**src/rtl/weight_streamer.sv**
```systemverilog
// weight_streamer: transmit side of the serial weight-load interface.
// Accepts packed weight words over a valid/ready stream and shifts them out
// LSB-first on k, with copy as the shift enable for the model's weight register.
// Optional feature: define WEIGHT_STREAMER_CRC_EN to run a CRC-16-CCITT over the
// shifted bits; without it crc is tied to zero.
module weight_streamer #(
   parameter int WEIGHTS_B = 12864,
   parameter int WORD_W    = 32
) (
   input  logic              clk,
   input  logic              rst,
   input  logic              start,
   input  logic [WORD_W-1:0] s_data,
   input  logic              s_valid,
   output logic              s_ready,
   output logic              copy,
   output logic              k,
   output logic              busy,
   output logic              done,
   output logic [15:0]       crc
);

   localparam int NWORDS = (WEIGHTS_B + WORD_W - 1) / WORD_W;
   localparam int REM_W  = $clog2(WEIGHTS_B + 1);
   localparam int CNT_W  = $clog2(WORD_W + 1);
   localparam int WL_W   = $clog2(NWORDS + 1);

   typedef enum logic [1:0] {IDLE, LOAD, SHIFT, DONE} state_t;

   state_t            state_q, state_d;
   logic [WORD_W-1:0] sreg_q, sreg_d;
   logic [CNT_W-1:0]  wbits_q, wbits_d;
   logic [REM_W-1:0]  rem_q, rem_d;
   logic [WL_W-1:0]   words_q, words_d;

   // Bits to shift from a freshly loaded word: a full word, or only the
   // remaining LSBs when this is a partial last word.
   function automatic logic [CNT_W-1:0] wordBits(input logic [REM_W-1:0] rem);
      if (32'(rem) >= 32'(WORD_W)) begin
         return CNT_W'(WORD_W);
      end else begin
         return CNT_W'(rem);
      end
   endfunction

   // Next-state logic: word capture in LOAD, bit shifting and zero-bubble
   // prefetch of the following word on the last bit of each word in SHIFT.
   always_comb begin
      state_d = state_q;
      sreg_d  = sreg_q;
      wbits_d = wbits_q;
      rem_d   = rem_q;
      words_d = words_q;
      case (state_q)
         IDLE: begin
            if (start) begin
               state_d = LOAD;
               rem_d   = REM_W'(WEIGHTS_B);
               words_d = WL_W'(NWORDS);
            end
         end
         LOAD: begin
            if (s_valid) begin
               sreg_d  = s_data;
               wbits_d = wordBits(rem_q);
               words_d = words_q - 1'b1;
               state_d = SHIFT;
            end
         end
         SHIFT: begin
            sreg_d  = sreg_q >> 1;
            wbits_d = wbits_q - 1'b1;
            rem_d   = rem_q - 1'b1;
            if (wbits_q == CNT_W'(1)) begin
               if (words_q == '0) begin
                  state_d = DONE;
               end else if (s_valid) begin
                  sreg_d  = s_data;
                  wbits_d = wordBits(rem_q - 1'b1);
                  words_d = words_q - 1'b1;
               end else begin
                  state_d = LOAD;
               end
            end
         end
         DONE: begin
            state_d = IDLE;
         end
         default: begin
            state_d = IDLE;
         end
      endcase
   end

   // State and datapath registers; reset aborts any load in progress.
   always_ff @(posedge clk) begin
      if (rst) begin
         state_q <= IDLE;
         sreg_q  <= '0;
         wbits_q <= '0;
         rem_q   <= '0;
         words_q <= '0;
      end else begin
         state_q <= state_d;
         sreg_q  <= sreg_d;
         wbits_q <= wbits_d;
         rem_q   <= rem_d;
         words_q <= words_d;
      end
   end

   assign copy    = (state_q == SHIFT);
   assign k       = copy & sreg_q[0];
   assign s_ready = (state_q == LOAD) ||
                    ((state_q == SHIFT) && (wbits_q == CNT_W'(1)) && (words_q != '0));
   assign busy    = (state_q == LOAD) || (state_q == SHIFT);
   assign done    = (state_q == DONE);

`ifdef WEIGHT_STREAMER_CRC_EN
   logic [15:0] crc_q, crc_d;

   // CRC next value: seeded when a load starts, advanced once per shifted bit,
   // and held otherwise so the final value stays visible after done.
   always_comb begin
      crc_d = crc_q;
      if ((state_q == IDLE) && start) begin
         crc_d = 16'hFFFF;
      end else if (state_q == SHIFT) begin
         crc_d = {crc_q[14:0], 1'b0} ^ ((crc_q[15] ^ sreg_q[0]) ? 16'h1021 : 16'h0000);
      end
   end

   // CRC register.
   always_ff @(posedge clk) begin
      if (rst) begin
         crc_q <= '0;
      end else begin
         crc_q <= crc_d;
      end
   end

   assign crc = crc_q;
`else
   assign crc = 16'h0000;
`endif

endmodule

```
**config.mk**
```make
export PLATFORM = sky130hd
export DESIGN_NAME = weight_streamer
export DESIGN_NICKNAME = d
export VERILOG_FILES = /design/src/rtl/weight_streamer.sv
export SDC_FILE = /design/constraint.sdc
export NUM_CORES = 1
export LEC_CHECK = 0
export ABC_AREA = 1
export CORE_MARGIN = 1
export CORE_UTILIZATION = 45
export CTS_CLUSTER_DIAMETER = 120
export CTS_CLUSTER_SIZE = 8
export DETAILED_ROUTE_END_ITERATION = 12
export GPL_TIMING_DRIVEN = 0
export HOLD_SLACK_MARGIN = 0.12
export PLACE_DENSITY_LB_ADDON = 0.12
export SLEW_MARGIN = 5
export SYNTH_ARGS = -nofsm -noshare
export SYNTH_HDL_FRONTEND = slang
export SYNTH_SLANG_ARGS = --single-unit
```
**constraint.sdc**
```tcl
create_clock -name clk -period 2.3 [get_ports clk]
set_input_delay 0.46 -clock clk [delete_from_list [all_inputs] [get_ports clk]]
set_output_delay 0.46 -clock clk [all_outputs]
set_load 0.01 [all_outputs]
```
==> impl_metrics.json <==
{
  "wl_met3_um": 272,
  "route.met2.wl_mm": 4.04,
  "hpwl_mm": 6.26,
  "clkTransAtPathRegs_ns": 0.08,
  "ctsHoldBuffers": 0,
  "post-route-drc-count": 0,
  "vias": 3545,
  "clk_path_buf_depth": 2,
  "antenna_left": 0,
  "power_density_nw_per_um2": 1320,
  "ir_drop_mv": 0.763,
  "critPathTopFamily": "buffers and inverters",
  "yosysSeqAreaShare_pct": 33.7,
  "overflow": 0,
  "r2r_setup_slack_ns": 0.23,
  "path_buf_inv": 2,
  "power.total_uw": 6030,
  "syn_area_um2": 3750,
  "worst_setup_path_start_kind": "register",
  "critPathMaxStageDelay_ns": 0.55,
  "grt_pass1_vias": 3318,
  "viasPerCell": 4.90,
  "drtPass1Iterations": 4,
  "dieWidth_um": 93.2,
  "cts_buffers": 9,
  "cap_viol_max_count": 0,
  "wirelength_met1_mm": 4.17,
  "place_congestion": 0.931,
  "crit_required_ns": 1.84,
  "synthArstFlopShare_pct": 0,
  "portBuffers": 40,
  "maxSlewViolCount": 0,
  "wl_mm": 8.58,
  "rows": 32,
  "finClkSkew_ns": 0.0129,
  "grt_first_pass_wirelength_mm": 14.5,
  "n_antenna_cell": 0,
  "top_layer": "met4",
  "die_area_um2": 8690,
  "grt_max_degree": 11,
  "antenna_found_initial": 0,
  "insertion_delay_ns": 0.34,
  "fmaxAchievable_mhz": 457,
  "worstPathMaxFanout": 4,
  "hold_path.class": "register to register",
  "setup_viol": 0,
  "path_cells": "inv_1 -> ha_1 -> clkdlybuf4s50_1",
  "syn_to_final_growth_pct": 21.8,
  "finalHoldViolations": 0,
  "relSlewSlack_pct": 62.6,
  "initial_core_util_pct": 47.5,
  "yosys.cell_types.count": 40,
  "arrival_ns": 1.73,
  "clock-sinks": 63,
  "fin_tns_setup_ns": 0,
  "grt_usage_pct": 20.9,
  "ys_seq_elements": 63,
  "htreeDepth": 3,
  "avgSynthCellArea_um2": 6.85,
  "min_period_ns": 2.19,
  "power.leakage_uw": 0.00216,
  "cts_tree": "done",
  "max_slew.worst_pin.slew_ns": 0.561,
  "avgRoutedWirePerCell_um": 11.9,
  "crit_type": "register to output port",
  "drt_iter0_drc": 126,
  "crit_path_end_kind": "output port",
  "fill_cells": 751,
  "synth_edf_count": 0,
  "layout-drive-gt1-share_pct": 13.5,
  "status": "complete, no violations",
  "period_share_pct": 95.1,
  "syn_inst": 547,
  "core_um2": 7890,
  "ys_warn_count": 0,
  "final_util_pct": 57.8,
  "hold_slack_ns": 0.473,
  "nets": 661,
  "slowest_stage": "clkdlybuf4s50_1",
  "cts_root_buffer": "clkbuf_8",
  "ios": 57,
  "dieHeight_um": 93.2,
  "rsz0062_at_grt": "no",
  "synthFlopType": "dfxtp_1"
}
layout make-up:
type | instances | area (um^2) | share of cell area (%)
multi-input combinational | 382 | 2030 | 44.6
clock buffer | 13 | 159 | 3.48
inverter | 81 | 307 | 6.72
sequential | 63 | 1260 | 27.6
buffer | 36 | 234 | 5.13
tap | 102 | 128 | 2.80
timing repair buffer | 43 | 422 | 9.24
clock inverter | 3 | 17.5 | 0.384
power breakdown:
part           switching [uW]  internal [uW]  total [uW]
sequential                281           1450        1740
clock                     424            447         871
combinational            2140           1290        3430
total                    2840           3190        6030
cells by family after synthesis:
group | Yosys count | share of synthesized area (%)
buffers and inverters | 117 | 14.4
AND/OR/NAND/NOR | 252 | 30.3
adder cells (fa/ha/maj) | 9 | 3.01
other | 1 | 0.100
XOR/XNOR | 10 | 2.34
AO/OA/AOI/OAI | 95 | 16.2
flip-flops | 63 | 33.7
synthesized netlist by cell type, types with 9 or more instances:
cell type | number | share of area [%]
dfxtp_1 | 63 | 34
nand3_1 | 50 | 6.7
a21oi_1 | 25 | 3.3
o211ai_1 | 31 | 6.2
clkbuf_1 | 12 | 1.2
buf_4 | 20 | 4.0
ha_1 | 9 | 3.0
inv_2 | 9 | 0.90
nand2_1 | 138 | 14
o21ai_0 | 18 | 2.4
nor2_1 | 34 | 3.4
inv_1 | 71 | 7.1
worst paths after layout:
| check | start | cells past startpoint | end |
|---|---|---|---|
| max | state_q[0]$_SDFFE_PP0P_ | 3 | busy |
| min | words_q[0]$_SDFFE_PP0P_ | 2 | words_q[0]$_SDFFE_PP0P_ |
| max reg2reg | state_q[0]$_SDFFE_PP0P_ | 8 | sreg_q[27]$_SDFFE_PP0P_ |
| min reg2reg | words_q[0]$_SDFFE_PP0P_ | 2 | words_q[0]$_SDFFE_PP0P_ |
sequential cells by signal, indices dropped and copies added (netlist names):
signal   flops
words_q      9
state_q      2
rem_q       14
sreg_q      32
wbits_q      6
metrics by stage:
step	cell area (um^2)	setup WS (ns)	instances
3_5_place_dp	4330	-0.0295	704
6_report	4560	0.113	723
5_1_grt	4560	0.00728	723
2_1_floorplan	3800	0.518	562
3_3_place_gp	4330	-0.0333	704
4_1_cts	4540	0.0714	722
worst reg2reg max path: stages (launching register included):
cell	delay, ns
dfxtp_1	0.33
inv_1	0.15
ha_4	0.24
inv_2	0.10
a21oi_2	0.40
clkbuf_1	0.42
nand3_1	0.16
o211ai_1	0.12
inv_1	0.05
cells in the final DEF, fill, tap and decap left out, types with 3 or more instances in the layout:
cell type,n
clkbuf_1,14
buf_4,23
nand2_2,4
a21oi_2,6
clkbuf_8,11
dfxtp_1,63
o21ai_1,6
nor2_4,6
ha_1,7
inv_2,11
xor2_1,4
nand3_1,49
inv_1,69
a21oi_1,25
nor3_1,4
nor2_2,6
o21ai_0,17
o211ai_1,31
o221ai_1,4
nand2_1,137
nor2_1,33
buf_6,3
conb_1,16
clkdlybuf4s50_1,39
xnor2_1,6
per-layer routing:
layer / global-route usage [%] / vias to the layer above
li1: - / 1878
met1: 26.1 / 1599
met2: 35.4 / 60
met3: 2.60 / 8
met4: 10.0 / 0
met5: 0 / -
timing repair:
action                                  CTS  global route
gates resized for setup                   8             3
endpoints found under the setup margin    2             2
pin swaps                                 1             2
setup buffers                             2             1
(Power assumes the default switching activity.)
